[src/rtl/mem_acc_pkg.sv]
// Shared definitions for the unaligned memory port.
// Contents: access-size encodings, the FSM state enum, and a helper that
// turns an access size into a byte mask (saturated later to the RAM width).
// Optional feature macro used by the design: UNALIGNED_MEM_PORT_TRAP_EN.
package mem_acc_pkg;

  // Widest access the size encoding can express (dword).
  localparam int MAX_BYTES = 8;

  typedef enum logic [1:0] {
    SZ_B = 2'd0,
    SZ_H = 2'd1,
    SZ_W = 2'd2,
    SZ_D = 2'd3
  } size_e;

  typedef enum logic [2:0] {
    ST_IDLE  = 3'd0,
    ST_BEAT1 = 3'd1,
    ST_CAP0  = 3'd2,
    ST_CAP1  = 3'd3,
    ST_RESP  = 3'd4
  } state_e;

  // Low-order ones mask covering 1<<size bytes. Truncating it to the RAM
  // width yields min(1<<size, BYTES) ones, which is the clamped access size.
  function automatic logic [MAX_BYTES-1:0] size_mask(input logic [1:0] size);
    logic [MAX_BYTES-1:0] m;
    case (size)
      SZ_B:    m = 8'h01;
      SZ_H:    m = 8'h03;
      SZ_W:    m = 8'h0F;
      SZ_D:    m = 8'hFF;
      default: m = 8'h00;
    endcase
    return m;
  endfunction

endpackage

[src/rtl/unaligned_mem_port_if.sv]
// Bus bundle for the unaligned memory port: CPU request/response channel and
// the RAM-side word interface.
//   req_*  : load/store request from the CPU (valid/ready handshake)
//   rsp_*  : one-cycle completion pulse with load data and error flag
//   mem_*  : word address, write strobe, byte enables and data to the RAM
// Modports: slave = the port logic, master = the CPU plus RAM surroundings.
// Optional feature macro used by the design: UNALIGNED_MEM_PORT_TRAP_EN.
interface unaligned_mem_port_if #(
  parameter int DATA_W = 32,
  parameter int ADDR_W = 32,
  parameter int MEM_AW = 10
) ();
  localparam int BYTES = DATA_W / 8;

  logic              req_valid;
  logic              req_ready;
  logic              req_we;
  logic [1:0]        req_size;
  logic              req_signed;
  logic [ADDR_W-1:0] req_addr;
  logic [DATA_W-1:0] req_wdata;
  logic              rsp_valid;
  logic [DATA_W-1:0] rsp_rdata;
  logic              rsp_err;
  logic [MEM_AW-1:0] mem_addr;
  logic              mem_we;
  logic [BYTES-1:0]  mem_be;
  logic [DATA_W-1:0] mem_wdata;
  logic [DATA_W-1:0] mem_rdata;

  modport slave (
    input  req_valid, req_we, req_size, req_signed, req_addr, req_wdata, mem_rdata,
    output req_ready, rsp_valid, rsp_rdata, rsp_err, mem_addr, mem_we, mem_be, mem_wdata
  );

  modport master (
    output req_valid, req_we, req_size, req_signed, req_addr, req_wdata, mem_rdata,
    input  req_ready, rsp_valid, rsp_rdata, rsp_err, mem_addr, mem_we, mem_be, mem_wdata
  );
endinterface

[src/rtl/unaligned_mem_port_byte_lane_align.sv]
// Combinational byte-lane steering for unaligned accesses.
// Store path: st_size_i/st_off_i/st_wdata_i -> first-word (lo) and
//   second-word (hi) byte enables and write data, plus cross_o when the
//   access spills into the next RAM word.
// Load path: ld_lo_i/ld_hi_i (two consecutive RAM words) shifted right by
//   ld_off_i bytes, masked to the access size, zero/sign extended -> ld_data_o.
// Optional feature macro used by the design: UNALIGNED_MEM_PORT_TRAP_EN.
module byte_lane_align
  import mem_acc_pkg::*;
#(
  parameter  int DATA_W = 32,
  localparam int BYTES  = DATA_W / 8,
  localparam int OFF_W  = $clog2(BYTES)
) (
  input  logic [1:0]        st_size_i,
  input  logic [OFF_W-1:0]  st_off_i,
  input  logic [DATA_W-1:0] st_wdata_i,
  output logic [BYTES-1:0]  st_be_lo_o,
  output logic [BYTES-1:0]  st_be_hi_o,
  output logic [DATA_W-1:0] st_wd_lo_o,
  output logic [DATA_W-1:0] st_wd_hi_o,
  output logic              cross_o,
  input  logic [1:0]        ld_size_i,
  input  logic [OFF_W-1:0]  ld_off_i,
  input  logic              ld_signed_i,
  input  logic [DATA_W-1:0] ld_lo_i,
  input  logic [DATA_W-1:0] ld_hi_i,
  output logic [DATA_W-1:0] ld_data_o
);
  logic [BYTES-1:0]    st_mask_s;
  logic [BYTES-1:0]    ld_mask_s;
  logic [2*BYTES-1:0]  st_be_ext_s;
  logic [2*DATA_W-1:0] st_wd_ext_s;
  logic [DATA_W-1:0]   ld_shift_s;
  logic                ld_sign_s;

  assign st_mask_s = BYTES'(size_mask(st_size_i));
  assign ld_mask_s = BYTES'(size_mask(ld_size_i));

  // Store lanes: shift mask/data across a two-word window; the upper half is
  // what lands in the following RAM word, so any bit there means a crossing.
  always_comb begin
    st_be_ext_s = {{BYTES{1'b0}}, st_mask_s} << st_off_i;
    st_wd_ext_s = {{DATA_W{1'b0}}, st_wdata_i} << {st_off_i, 3'b000};
  end

  assign st_be_lo_o = st_be_ext_s[BYTES-1:0];
  assign st_be_hi_o = st_be_ext_s[2*BYTES-1:BYTES];
  assign st_wd_lo_o = st_wd_ext_s[DATA_W-1:0];
  assign st_wd_hi_o = st_wd_ext_s[2*DATA_W-1:DATA_W];
  assign cross_o    = |st_be_ext_s[2*BYTES-1:BYTES];

  // Load lanes: the sign comes from the top byte inside the mask; lanes
  // outside the mask are filled with it (full-width loads have no such lanes).
  always_comb begin
    ld_shift_s = DATA_W'({ld_hi_i, ld_lo_i} >> {ld_off_i, 3'b000});
    ld_sign_s  = 1'b0;
    for (int i = 0; i < BYTES; i++) begin
      ld_sign_s = ld_mask_s[i] ? (ld_signed_i & ld_shift_s[8*i+7]) : ld_sign_s;
    end
    for (int i = 0; i < BYTES; i++) begin
      ld_data_o[8*i +: 8] = ld_mask_s[i] ? ld_shift_s[8*i +: 8] : {8{ld_sign_s}};
    end
  end

endmodule

[src/rtl/unaligned_mem_port.sv]
// Byte-addressed load/store front end for a word-organised synchronous RAM
// (1-cycle read latency, per-byte write enables). Accesses that straddle two
// RAM words are split into two beats; aligned ones use a single beat.
// Ports: clka (posedge clock), rst_n (async active-low reset),
//   bus_io (slave modport: CPU request/response + RAM word interface).
// Optional feature macro: UNALIGNED_MEM_PORT_TRAP_EN -- when defined, a
//   crossing access does not touch the RAM and completes with rsp_err=1.
module unaligned_mem_port
  import mem_acc_pkg::*;
#(
  parameter int DATA_W = 32,
  parameter int ADDR_W = 32,
  parameter int MEM_AW = 10
) (
  input logic                 clka,
  input logic                 rst_n,
  unaligned_mem_port_if.slave bus_io
);
  localparam int BYTES = DATA_W / 8;
  localparam int OFF_W = $clog2(BYTES);

  state_e            state_q;
  logic              rsp_valid_q;
  logic              rsp_err_q;
  logic [DATA_W-1:0] rsp_rdata_q;
  logic [MEM_AW-1:0] addr_q;
  logic              we1_q;
  logic [BYTES-1:0]  be1_q;
  logic [DATA_W-1:0] wd1_q;
  logic [DATA_W-1:0] lo_q;
  logic [OFF_W-1:0]  off_q;
  logic [1:0]        size_q;
  logic              signed_q;

  logic [MEM_AW-1:0] w_s;
  logic [OFF_W-1:0]  off_s;
  logic              accept_s;
  logic              cross_s;
  logic              trap_s;
  logic              unused_addr_s;
  logic [BYTES-1:0]  st_be_lo_s;
  logic [BYTES-1:0]  st_be_hi_s;
  logic [DATA_W-1:0] st_wd_lo_s;
  logic [DATA_W-1:0] st_wd_hi_s;
  logic [DATA_W-1:0] ld_lo_s;
  logic [DATA_W-1:0] ld_hi_s;
  logic [DATA_W-1:0] ld_data_s;
  logic [MEM_AW-1:0] mem_addr_s;
  logic              mem_we_s;
  logic [BYTES-1:0]  mem_be_s;
  logic [DATA_W-1:0] mem_wdata_s;

  // Word index wraps modulo 2^MEM_AW; address bits above it are ignored.
  assign w_s           = bus_io.req_addr[OFF_W +: MEM_AW];
  assign off_s         = bus_io.req_addr[OFF_W-1:0];
  assign unused_addr_s = ^bus_io.req_addr;
  assign accept_s      = bus_io.req_valid && (state_q == ST_IDLE);

`ifdef UNALIGNED_MEM_PORT_TRAP_EN
  assign trap_s = cross_s;
`else
  assign trap_s = 1'b0;
`endif

  byte_lane_align #(.DATA_W(DATA_W)) u_align (
    .st_size_i   (bus_io.req_size),
    .st_off_i    (off_s),
    .st_wdata_i  (bus_io.req_wdata),
    .st_be_lo_o  (st_be_lo_s),
    .st_be_hi_o  (st_be_hi_s),
    .st_wd_lo_o  (st_wd_lo_s),
    .st_wd_hi_o  (st_wd_hi_s),
    .cross_o     (cross_s),
    .ld_size_i   (size_q),
    .ld_off_i    (off_q),
    .ld_signed_i (signed_q),
    .ld_lo_i     (ld_lo_s),
    .ld_hi_i     (ld_hi_s),
    .ld_data_o   (ld_data_s)
  );

  // Load window: CAP1 pairs the saved first word with the second word now on
  // mem_rdata; CAP0 only needs the single word currently returned.
  always_comb begin
    if (state_q == ST_CAP1) begin
      ld_lo_s = lo_q;
      ld_hi_s = bus_io.mem_rdata;
    end else begin
      ld_lo_s = bus_io.mem_rdata;
      ld_hi_s = '0;
    end
  end

  // RAM drive: the first beat must reach the RAM in the accept cycle, so it
  // is steered straight from the request; the second beat comes from flops.
  always_comb begin
    mem_addr_s  = addr_q;
    mem_we_s    = we1_q;
    mem_be_s    = be1_q;
    mem_wdata_s = wd1_q;
    if (state_q == ST_IDLE && bus_io.req_valid) begin
      mem_addr_s = w_s;
      if (bus_io.req_we && !trap_s) begin
        mem_we_s    = 1'b1;
        mem_be_s    = st_be_lo_s;
        mem_wdata_s = st_wd_lo_s;
      end else begin
        mem_we_s    = 1'b0;
        mem_be_s    = '0;
        mem_wdata_s = '0;
      end
    end else begin
      mem_addr_s = addr_q;
    end
  end

  assign bus_io.mem_addr  = mem_addr_s;
  assign bus_io.mem_we    = mem_we_s;
  assign bus_io.mem_be    = mem_be_s;
  assign bus_io.mem_wdata = mem_wdata_s;
  assign bus_io.req_ready = (state_q == ST_IDLE);
  assign bus_io.rsp_valid = rsp_valid_q;
  assign bus_io.rsp_rdata = rsp_rdata_q;
  assign bus_io.rsp_err   = rsp_err_q;

  // Access sequencer: accept, optional second beat, capture, one-cycle response.
  always_ff @(posedge clka or negedge rst_n) begin
    if (!rst_n) begin
      state_q     <= ST_IDLE;
      rsp_valid_q <= 1'b0;
      rsp_err_q   <= 1'b0;
      rsp_rdata_q <= '0;
      addr_q      <= '0;
      we1_q       <= 1'b0;
      be1_q       <= '0;
      wd1_q       <= '0;
      lo_q        <= '0;
      off_q       <= '0;
      size_q      <= 2'd0;
      signed_q    <= 1'b0;
    end else begin
      case (state_q)
        ST_IDLE: begin
          rsp_valid_q <= 1'b0;
          rsp_err_q   <= 1'b0;
          if (accept_s) begin
            off_q    <= off_s;
            size_q   <= bus_io.req_size;
            signed_q <= bus_io.req_signed;
            addr_q   <= w_s + MEM_AW'(1);
            if (trap_s) begin
              state_q     <= ST_RESP;
              rsp_valid_q <= 1'b1;
              rsp_err_q   <= 1'b1;
              rsp_rdata_q <= '0;
            end else if (bus_io.req_we && cross_s) begin
              state_q <= ST_BEAT1;
              we1_q   <= 1'b1;
              be1_q   <= st_be_hi_s;
              wd1_q   <= st_wd_hi_s;
            end else if (bus_io.req_we) begin
              state_q     <= ST_RESP;
              rsp_valid_q <= 1'b1;
              rsp_rdata_q <= '0;
            end else begin
              state_q <= cross_s ? ST_BEAT1 : ST_CAP0;
            end
          end
        end
        ST_BEAT1: begin
          if (we1_q) begin
            // Second store beat is on the bus this cycle; drop it afterwards.
            we1_q       <= 1'b0;
            be1_q       <= '0;
            wd1_q       <= '0;
            state_q     <= ST_RESP;
            rsp_valid_q <= 1'b1;
            rsp_rdata_q <= '0;
          end else begin
            lo_q    <= bus_io.mem_rdata;
            state_q <= ST_CAP1;
          end
        end
        ST_CAP0, ST_CAP1: begin
          rsp_rdata_q <= ld_data_s;
          rsp_valid_q <= 1'b1;
          state_q     <= ST_RESP;
        end
        ST_RESP: begin
          rsp_valid_q <= 1'b0;
          rsp_err_q   <= 1'b0;
          state_q     <= ST_IDLE;
        end
        default: begin
          rsp_valid_q <= 1'b0;
          rsp_err_q   <= 1'b0;
          state_q     <= ST_IDLE;
        end
      endcase
    end
  end

endmodule
[src/flat_wrapper.sv]
// flat-port wrapper written by rule: the top's interface ports become plain ports
module unaligned_mem_port_flat import mem_acc_pkg::*;
#(
  parameter int DATA_W = 32,
  parameter int ADDR_W = 32,
  parameter int MEM_AW = 10
)
  (clka, rst_n, bus_io_req_valid, bus_io_req_we, bus_io_req_size, bus_io_req_signed, bus_io_req_addr, bus_io_req_wdata, bus_io_mem_rdata, bus_io_req_ready, bus_io_rsp_valid, bus_io_rsp_rdata, bus_io_rsp_err, bus_io_mem_addr, bus_io_mem_we, bus_io_mem_be, bus_io_mem_wdata);
  unaligned_mem_port_if #(.DATA_W(DATA_W), .ADDR_W(ADDR_W), .MEM_AW(MEM_AW)) bus_io_i ();
  input logic clka;
  input logic rst_n;
  input wire logic [$bits(bus_io_i.req_valid)-1:0] bus_io_req_valid;
  input wire logic [$bits(bus_io_i.req_we)-1:0] bus_io_req_we;
  input wire logic [$bits(bus_io_i.req_size)-1:0] bus_io_req_size;
  input wire logic [$bits(bus_io_i.req_signed)-1:0] bus_io_req_signed;
  input wire logic [$bits(bus_io_i.req_addr)-1:0] bus_io_req_addr;
  input wire logic [$bits(bus_io_i.req_wdata)-1:0] bus_io_req_wdata;
  input wire logic [$bits(bus_io_i.mem_rdata)-1:0] bus_io_mem_rdata;
  output wire logic [$bits(bus_io_i.req_ready)-1:0] bus_io_req_ready;
  output wire logic [$bits(bus_io_i.rsp_valid)-1:0] bus_io_rsp_valid;
  output wire logic [$bits(bus_io_i.rsp_rdata)-1:0] bus_io_rsp_rdata;
  output wire logic [$bits(bus_io_i.rsp_err)-1:0] bus_io_rsp_err;
  output wire logic [$bits(bus_io_i.mem_addr)-1:0] bus_io_mem_addr;
  output wire logic [$bits(bus_io_i.mem_we)-1:0] bus_io_mem_we;
  output wire logic [$bits(bus_io_i.mem_be)-1:0] bus_io_mem_be;
  output wire logic [$bits(bus_io_i.mem_wdata)-1:0] bus_io_mem_wdata;
  assign bus_io_i.req_valid = bus_io_req_valid;
  assign bus_io_i.req_we = bus_io_req_we;
  assign bus_io_i.req_size = bus_io_req_size;
  assign bus_io_i.req_signed = bus_io_req_signed;
  assign bus_io_i.req_addr = bus_io_req_addr;
  assign bus_io_i.req_wdata = bus_io_req_wdata;
  assign bus_io_i.mem_rdata = bus_io_mem_rdata;
  assign bus_io_req_ready = bus_io_i.req_ready;
  assign bus_io_rsp_valid = bus_io_i.rsp_valid;
  assign bus_io_rsp_rdata = bus_io_i.rsp_rdata;
  assign bus_io_rsp_err = bus_io_i.rsp_err;
  assign bus_io_mem_addr = bus_io_i.mem_addr;
  assign bus_io_mem_we = bus_io_i.mem_we;
  assign bus_io_mem_be = bus_io_i.mem_be;
  assign bus_io_mem_wdata = bus_io_i.mem_wdata;
  unaligned_mem_port #(.DATA_W(DATA_W), .ADDR_W(ADDR_W), .MEM_AW(MEM_AW)) u_core (.clka(clka), .rst_n(rst_n), .bus_io(bus_io_i));
endmodule
[config.mk]
export PLATFORM = sky130hd
export DESIGN_NAME = unaligned_mem_port_flat
export DESIGN_NICKNAME = d
export VERILOG_FILES = /design/src/rtl/mem_acc_pkg.sv /design/src/rtl/unaligned_mem_port_if.sv /design/src/rtl/unaligned_mem_port_byte_lane_align.sv /design/src/rtl/unaligned_mem_port.sv /design/src/flat_wrapper.sv
export SDC_FILE = /design/constraint.sdc
export NUM_CORES = 1
export LEC_CHECK = 0
export ABC_AREA = 1
export ABC_CLOCK_PERIOD_IN_PS = 1900
export BUFFER_PORTS_ARGS = -buffer_cell sky130_fd_sc_hd__buf_2
export CAP_MARGIN = 20
export CORE_ASPECT_RATIO = 1.25
export CORE_UTILIZATION = 36
export DETAILED_ROUTE_END_ITERATION = 10
export PLACE_DENSITY = 0.68
export SLEW_MARGIN = 20
export SYNTH_ARGS = -nofsm -noshare
export SYNTH_HDL_FRONTEND = slang
export SYNTH_SLANG_ARGS = --single-unit
[constraint.sdc]
create_clock -name clka -period 1.9 [get_ports clka]
set_input_delay 0.285 -clock clka [delete_from_list [all_inputs] [get_ports clka]]
set_output_delay 0.285 -clock clka [all_outputs]
set_load 0.05 [all_outputs]
* Yosys cells after proc, flatten, opt, wreduce, memory -nomap -nowiden
Cells that the tools add are included.
Word-level totals: flip-flop bits (word level) 120, bits of input ports 103, output and inout bits 82, logic and storage cells 92
Cells by class: $add $sub $neg 1, equality and inequality tests 14, shift operators 3, muxes and demuxes 44, bitwise operators 5, reductions and logical operators 14
Operators by type and width (count):
- $mux W32 | 10
- $pmux W32 S3 | 1
- $pmux W32 S2 | 1
- $shl A32 B5 Y64 | 1
- $shr A64 B5 Y32 | 1
- $mux W8 | 4
- $pmux W4 S4 | 2
- $mux W4 | 5
- $mux W3 | 4
- $mux W1 | 11
- $add A10 B1 Y10 const B | 1
- $mux W10 | 1
- $pmux W3 S3 | 1
- $eq A2 B2 Y1 const B | 4
- $pmux W4 S2 | 1
- $shl A4 B2 Y8 | 1
- $eq A3 B2 Y1 const B | 2
- $ne A2 B1 Y1 const B | 3
- $reduce_and A5 Y1 | 1
- $and A1 B1 Y1 | 4
- $eq A2 B1 Y1 const B | 2
- $logic_not A2 Y1 | 2
- $ne A2 B2 Y1 const B | 2
- $reduce_and A2 Y1 | 2
- other kinds (13) | 14

* Depth between registers and ports, before layout
Gate-level depths: netlist of the first run.
depth after elaboration 10, mapped depth 13, depth with buffers taken out 12

* Modules after synthesis
From an unflattened synthesis of the first run, not the netlist that was laid out.
Second synthesis, totals: cells, all modules 1208, area, all modules 7802.5 µm²
Modules (own cells, without submodules):
- unaligned_mem_port | times used 1, cells each 808, area each 5868.1 µm², seq. area each 3002.9 µm²
- byte_lane_align | times used 1, cells each 400, area each 1934.4 µm², seq. area each 0.0 µm²

* Worst setup path after synthesis of the first run
No wires, ideal clock.
kind reg-to-output, start point register u_core.state_q[1], end point output port bus_io_mem_wdata[1], arrival 2.370 ns, data required time 1.615 ns, path slack -0.755 ns, stages on the path, launching flop included 9, buffers on the path 1, cell sequence dfrtp_1 > buf_4 > nor2_4 > nand2_2 > nor2_1 > inv_1 > nor2_2 > nand3_1 > o21ai_0
Between the ends: longest elaborated chain between the ends 3
Ends and longest elaborated chain:
- start: declaration | RTL line unaligned_mem_port.sv:22 | state_e state_q;
- start signal: assignment | RTL line unaligned_mem_port.sv:166 | state_q <= cross_s ? ST_BEAT1 : ST_CAP0;
- $logic_not A3 Y1 | RTL line unaligned_mem_port.sv:101 | if (state_q == ST_IDLE && bus_io.req_valid) begin
- $logic_and A1 B1 Y1 | RTL line unaligned_mem_port.sv:101
- $mux W32 | RTL line unaligned_mem_port.sv:101
- end: declaration | RTL line flat_wrapper.sv:26 | output wire logic [$bits(bus_io_i.mem_wdata)-1:0] bus_io_mem_wdata;
No other way between the ends.

* Worst setup path after layout of the first run
start point register u_core.state_q[1], end point output port bus_io_mem_wdata[2]
The elaborated chain is that of the path after synthesis.

==> results.yml, run 1 <==
layout:
  final_util: 0.537
  most_common_library_cell_in_the_layout_ignoring_fill_and_taps: "sky130_fd_sc_hd__nand2_1"
  n_antenna_cell: 0
  num-nets-final: 1274
  most_used_cells_in_the_layout_excluding_fill_and_tap_cells: "260 x sky130_fd_sc_hd__nand2_1, 114 x sky130_fd_sc_hd__buf_2, 111 x sky130_fd_sc_hd__dfrtp_1"
  layout-drive-gt1-share: 0.329
  syn_to_final_growth_pct: 45.3
route:
  vias: 7448
  final_antenna_net_count: 0
  drc: 0
  postRouteWirelength_um: 23500
  via_per_inst: 5.31
  detail_route.iter0.violations: 431
  drt-wirelength-per-cell_um: 16.8
  detailedRoute.firstPassIterationCount: 8
power_and_ir_drop:
  power.clock.fraction: 0.112
  power.net_switching_w: 0.00867
  intPower_w: 0.00842
  power_frac_seq: 0.224
  vdd.ir_drop.worst_v: 0.000976
  total_leakage_power_nw: 4.94
  power-per-cell-area_nw_per_um2: 1740
  finalPower_w: 0.0171
  logic_gate_share_of_total_power: 0.665
  swShare: 0.507
global_route:
  grt_overflow_total: 0
  grt_start_max_net_pins: 112
  first_pass_grt_wire_length_um: 35600
  grt_antenna_before_repair: 1
  grt_util_all_layers: 0.230
  grt_pass1_vias: 7167
timing:
  worst-slew-pin-transition_ns: 0.652
  fin_crit_sh: 1.16
  fin_worst_hold_slack_ns: -0.0379
  fmax_mhz: 452
  clock-skew-final_ns: 0.00986
  number_of_max_slew_violations_in_the_final_report: 0
  grt_setup_unrepaired: "true"
  slew_headroom: 0.565
  finalHoldViolCount: 13
  post-route-min-period_ns: 2.21
  setup-violations-final: 63
  timing.final.ws_setup_ns: -0.313
synthesis:
  distinct_cells_synth: 39
  synth_top_cell_area_share: 0.412
  count_of_state_elements_after_synthesis: 111
  postSynthCellCount: 957
  synth-warning-count: 0
  synthDominantAreaCellType: "sky130_fd_sc_hd__dfrtp_1"
  netlist_area_um2: 6750
  postSynthAreaPerCell_um2: 7.05
  synth_area_leaders: "sky130_fd_sc_hd__dfrtp_1 41%, sky130_fd_sc_hd__nand2_1 16%, sky130_fd_sc_hd__o21ai_0 10%"
  syn-num-nets: 1061
  synth-seq-area-share: 0.412
run:
  drv.max_cap_violation_count: 0
setup_path:
  worst_r2r_path_depth: 10
  critical_path_required_ns: 1.62
  worst-path-max-fanout: 5
  worstSetupStartpointType: "register"
  arrival_ns: 1.93
  path_class: "register to primary output"
  critical_path.endpoint_type: "primary output"
hold_path:
  worstHoldPathType: "input pin to asynchronous set/reset pin"
run_status:
  run_status: "finished, violations left"
  failed_checks: "hold timing, setup timing"
floorplan:
  num_io_pins: 185
  fp.dieH_um: 155
  die-area_um2: 19300
  core_area_um2: 18200
  placementRows: 55
  die-width_um: 124
  floorplan.initialDensity: 0.370
cts:
  worst_skew_pair.late_latency_ns: 0.36
  clk_path_buf_depth: 2
  cts.htree.levels: 3
  cts.reportedPaths.clkPinSlew_ns: 0.08
  clkSinkCount: 111
  cts_hold_repair.buffers: 0
  cts_made_buffers: 9
  clockRootBuffer: "sky130_fd_sc_hd__clkbuf_16"
  tritoncts_clock_tree: "yes"
placement:
  io_buffer_count: 163
  place_ws_ns: -0.0443
  last_weighted_congestion_value_of_the_routability_driven_placer: 0.933
  hpwl_um: 16000
==> synthesized netlist by cell type <==
cell type,number
sky130_fd_sc_hd__a211oi_1,1
sky130_fd_sc_hd__a21o_1,1
sky130_fd_sc_hd__a21oi_1,54
sky130_fd_sc_hd__a22oi_1,5
sky130_fd_sc_hd__a31oi_1,3
sky130_fd_sc_hd__buf_1,6
sky130_fd_sc_hd__buf_2,20
sky130_fd_sc_hd__buf_4,4
sky130_fd_sc_hd__buf_6,4
sky130_fd_sc_hd__clkbuf_1,27
sky130_fd_sc_hd__clkinv_1,1
sky130_fd_sc_hd__conb_1,1
sky130_fd_sc_hd__dfrtp_1,111
sky130_fd_sc_hd__ha_1,1
sky130_fd_sc_hd__inv_1,99
sky130_fd_sc_hd__inv_2,6
sky130_fd_sc_hd__inv_4,1
sky130_fd_sc_hd__mux2i_1,13
sky130_fd_sc_hd__nand2_1,279
sky130_fd_sc_hd__nand2_2,2
sky130_fd_sc_hd__nand2_4,1
sky130_fd_sc_hd__nand3_1,46
sky130_fd_sc_hd__nand3_2,1
sky130_fd_sc_hd__nand3_4,1
sky130_fd_sc_hd__nand4_1,5
sky130_fd_sc_hd__nor2_1,38
sky130_fd_sc_hd__nor2_2,1
sky130_fd_sc_hd__nor2_4,2
sky130_fd_sc_hd__nor3_1,3
sky130_fd_sc_hd__nor3_2,1
sky130_fd_sc_hd__o211ai_1,21
sky130_fd_sc_hd__o21a_1,7
sky130_fd_sc_hd__o21ai_0,139
sky130_fd_sc_hd__o21ai_1,13
sky130_fd_sc_hd__o21ai_2,1
sky130_fd_sc_hd__o22ai_1,33
sky130_fd_sc_hd__o31ai_1,1
sky130_fd_sc_hd__o32ai_1,1
sky130_fd_sc_hd__or2_2,3
==> repair_timing <==
item                       in CTS  in global routing
pin swaps                       9                 15
resized for setup              93                129
cloned                          1                  7
buffers inserted               10                 18
setup endpoints to repair      48                107
==> state kept, by name, indices dropped and copies added, names as in the netlist <==
name,cells
u_core.addr_q,10
u_core.be1_q,3
u_core.bus_io.rsp_rdata,32
u_core.bus_io.rsp_valid,1
u_core.lo_q,32
u_core.off_q,2
u_core.signed_q,1
u_core.size_q,2
u_core.state_q,3
u_core.wd1_q,24
u_core.we1_q,1
==> power groups by stage <==
stage	sequential [W]	combinational (W)	clock (W)
after floorplan	0.00445	0.00586	0
after global placement	0.00381	0.00893	0
after detailed placement	0.00383	0.00906	0
after CTS	0.00380	0.00993	0.00193
after global routing	0.00393	0.0121	0.00203
final	0.00382	0.0114	0.00191
==> per-layer routing <==
layer	GRT usage	part of all wire	vias up	wire, µm
li1	-	-	3594	-
met1	0.265	0.38	3480	8910
met2	0.414	0.53	320	12400
met3	0.0382	0.060	54	1420
met4	0.109	0.036	0	842
met5	0	0	-	0
==> cell type report <==
type / count / area, µm²
Inverter: 107 / 424
Clock buffer: 9 / 225
Fill cell: 1673 / 8440
Timing Repair Buffer: 260 / 2110
Tap cell: 228 / 285
Multi-Input combinational cell: 680 / 3910
Sequential cell: 111 / 2780
Timing Repair inverter: 1 / 8.76
Clock inverter: 7 / 63.8
==> worst paths after layout <==
kind / startpoint / to / slack [ns]
max in group asynchronous: rst_n / u_core.lo_q[10] / 1.43
worst max register to register: u_core.size_q[0] / u_core.bus_io.rsp_rdata[17] / -0.06
min in group clka: bus_io_mem_rdata[27] / u_core.lo_q[27] / 0.14
worst min-delay path: rst_n / u_core.lo_q[22] / -0.04
worst max-delay path: u_core.state_q[1] / bus_io_mem_wdata[2] / -0.31
worst min register to register: u_core.bus_io.rsp_rdata[23] / u_core.bus_io.rsp_rdata[23] / 0.47
==> through the flow <==
stage,area [µm²],instances,TNS [ns]
6_report,9800,1403,-11.81
2_1_floorplan,7040,957,-1.89
5_1_grt,9800,1403,-17.61
4_1_cts,9200,1381,-11.12
3_5_place_dp,8460,1354,-0.278
3_3_place_gp,8460,1354,-0.157
==> cells by family (layout without fill, tap and decap cells) <==
logic type,Yosys count,in the layout,synth area share
mux,13,13,0.0193
flops,111,111,0.412
simple gates,383,385,0.233
buf+inv,168,384,0.104
fa+ha+maj,1,1,0.00185
other cells,1,1,0.000556
compound gates,280,280,0.229
==> critical path: stages (launching register included) <==
cell and delay [ns]:
sky130_fd_sc_hd__dfrtp_1 0.41, sky130_fd_sc_hd__nor2_4 0.14, sky130_fd_sc_hd__nand2_4 0.06, sky130_fd_sc_hd__nor2_4 0.11, sky130_fd_sc_hd__inv_4 0.06, sky130_fd_sc_hd__nor2_4 0.17, sky130_fd_sc_hd__nand3_4 0.12, sky130_fd_sc_hd__buf_12 0.17
sky130_fd_sc_hd__o21ai_4 0.14, sky130_fd_sc_hd__buf_6 0.17
Power figures use the tool's default switching activity.
==> run 2, diff against run 1 <==
Settings changed: GPL_TIMING_DRIVEN set to 0.
==> run 2 against run 1 <==
Effect of this change:
- the run ends with setup timing left
- non-clock buffer count increased by 6
- clock-buffer cell count increased by 1
- sequential cell count unchanged
- first-iteration DRC count increased by 6.0%
- combinational power about the same
- via count increased by 3.2%
- critical path type unchanged
==> results.yml, run 2 (same netlist as run 1, synthesis figures left out) <==
run_status:
  run_status: "finished, violations left"
  failed_checks: "setup timing"
timing:
  grt_setup_unrepaired: "true"
  finalHoldViolCount: 0
  number_of_max_slew_violations_in_the_final_report: 0
  fmax_mhz: 421
  setup-violations-final: 57
  post-route-min-period_ns: 2.38
  timing.final.ws_setup_ns: -0.477
  clock-skew-final_ns: 0.00882
  fin_crit_sh: 1.25
  slew_headroom: 0.534
  worst-slew-pin-transition_ns: 0.699
  final.setup.tns_ns: -16.99
  fin_worst_hold_slack_ns: 0.143
layout:
  final_util: 0.537
  nFillCells: 1758
  most_common_library_cell_in_the_layout_ignoring_fill_and_taps: "sky130_fd_sc_hd__nand2_1"
  syn_to_final_growth_pct: 45.1
  final_design_area_no_fill_um2: 9790
  layout-drive-gt1-share: 0.317
  most_used_cells_in_the_layout_excluding_fill_and_tap_cells: "260 x sky130_fd_sc_hd__nand2_1, 124 x sky130_fd_sc_hd__buf_2, 110 x sky130_fd_sc_hd__dfrtp_1"
  num-nets-final: 1278
setup_path:
  critical_path_required_ns: 1.62
  r2r-start: "u_core.state_q[1]"
  critical_path.startpoint: "u_core.state_q[2]"
  worstSetupStartpointType: "register"
  critical_path.endpoint_type: "primary output"
  worst-path-max-fanout: 5
  arrival_ns: 2.09
  path_class: "register to primary output"
route:
  detailedRoute.firstPassIterationCount: 5
  via_per_inst: 5.46
  final_antenna_net_count: 0
  drc: 0
  detail_route.iter0.violations: 457
  vias: 7683
  drt-wirelength-per-cell_um: 18.6
  postRouteWirelength_um: 26200
placement:
  dpl-instance-area_um2: 8170
  last_weighted_congestion_value_of_the_routability_driven_placer: 0.939
  io_buffer_count: 162
  hpwl_um: 18900
global_route:
  grt_util_all_layers: 0.269
  grt_pass1_vias: 7703
  grt_antenna_before_repair: 1
  first_pass_grt_wire_length_um: 40400
  grt_overflow_total: 0
  grt_start_max_net_pins: 68
floorplan:
  floorplan.initialDensity: 0.370
  fp.dieH_um: 155
  die-area_um2: 19300
  die-width_um: 124
  core_area_um2: 18200
  num_io_pins: 185
  placementRows: 55
power_and_ir_drop:
  finalPower_w: 0.0173
  total_leakage_power_nw: 4.92
  power-per-cell-area_nw_per_um2: 1760
  vdd.ir_drop.worst_v: 0.000871
cts:
  worst_skew_pair.late_latency_ns: 0.37
  clkSinkCount: 111
  clk_path_buf_depth: 2
  tritoncts_clock_tree: "yes"
  cts.htree.levels: 3
  clockRootBuffer: "sky130_fd_sc_hd__clkbuf_16"
  cts_made_buffers: 9
  cts.reportedPaths.clkPinSlew_ns: 0.08
hold_path:
  hold_start: "bus_io_req_signed"
  worstHoldPathType: "input pin to register"
run:
  drv.max_cap_violation_count: 0
[run 2: changes by cell type in the layout (fill, tap and decap cells not counted), moves of 6 or more]
cell,delta
sky130_fd_sc_hd__o21ai_1,-6
sky130_fd_sc_hd__clkbuf_1,+16
sky130_fd_sc_hd__nand2_2,-6
sky130_fd_sc_hd__buf_2,+10
sky130_fd_sc_hd__nand3_2,-7
sky130_fd_sc_hd__nand2_4,+8
sky130_fd_sc_hd__buf_6,+7
sky130_fd_sc_hd__clkbuf_2,+8
sky130_fd_sc_hd__buf_4,-45
sky130_fd_sc_hd__nand3_1,+6
[run 2: path summary, 6_finish.rpt]
path,end,slack [ns],cells after the start
max in group asynchronous,u_core.wd1_q[16],0.80,3
worst min register to register,u_core.bus_io.rsp_rdata[10],0.48,2
min in group asynchronous,u_core.lo_q[22],0.41,2
worst max-delay path,bus_io_mem_wdata[3],-0.48,10
worst max register to register,u_core.bus_io.rsp_rdata[25],-0.05,14
worst min-delay path,u_core.signed_q,0.14,3
[run 2: cell type report]
cell class	count	area [µm²]	area share
plain buffers	58	450	0.0460
flip-flops and latches	111	2780	0.284
clock buffers	10	239	0.0244
inverters	107	427	0.0436
multi-input cells	678	3870	0.395
clock inverters	6	72.6	0.00741
well taps	228	285	0.0291
repair buffers	208	1660	0.169
repair inverters	1	11.3	0.00115
diodes	1	2.50	0.000256
[run 2: what timing repair did]
item	4_1_cts	5_1_grt
cloned	5	4
hold buffers	1	0
endpoints found under the hold margin	44	0
setup endpoints to repair	92	119
pin swaps	19	12
buffers inserted	21	16
gates resized for setup	203	69
[run 2: report_power, final]
group	total [W]	switching [W]	internal [W]
clock	0.00205	0.000975	0.00108
sequential	0.00388	0.000509	0.00337
combinational	0.0113	0.00731	0.00403
total	0.0173	0.00879	0.00847
[run 2: worst max-delay path, stage by stage (launching register included)]
cell and delay [ns]:
sky130_fd_sc_hd__dfrtp_1 0.42, sky130_fd_sc_hd__nor2_4 0.15, sky130_fd_sc_hd__nand2_4 0.07, sky130_fd_sc_hd__nor2_4 0.12, sky130_fd_sc_hd__inv_4 0.07, sky130_fd_sc_hd__nor2_4 0.15, sky130_fd_sc_hd__buf_4 0.14, sky130_fd_sc_hd__nand3_4 0.10
sky130_fd_sc_hd__buf_12 0.18, sky130_fd_sc_hd__o21ai_4 0.14, sky130_fd_sc_hd__buf_6 0.17
[run 2: layer usage]
layer | global-route usage | up-vias | part of all wire
met3 | 0.0519 | 72 | 0.061
met1 | 0.300 | 3666 | 0.38
met5 | 0 | - | 0
met2 | 0.488 | 339 | 0.52
li1 | - | 3606 | -
met4 | 0.131 | 0 | 0.040
[run 2: stage by stage]
stage,std cells,worst slack [ns]
2_1_floorplan,957,-0.159
3_3_place_gp,1347,-0.890
3_5_place_dp,1348,-0.335
4_1_cts,1391,-0.479
5_1_grt,1407,-0.556
6_report,1408,-0.477
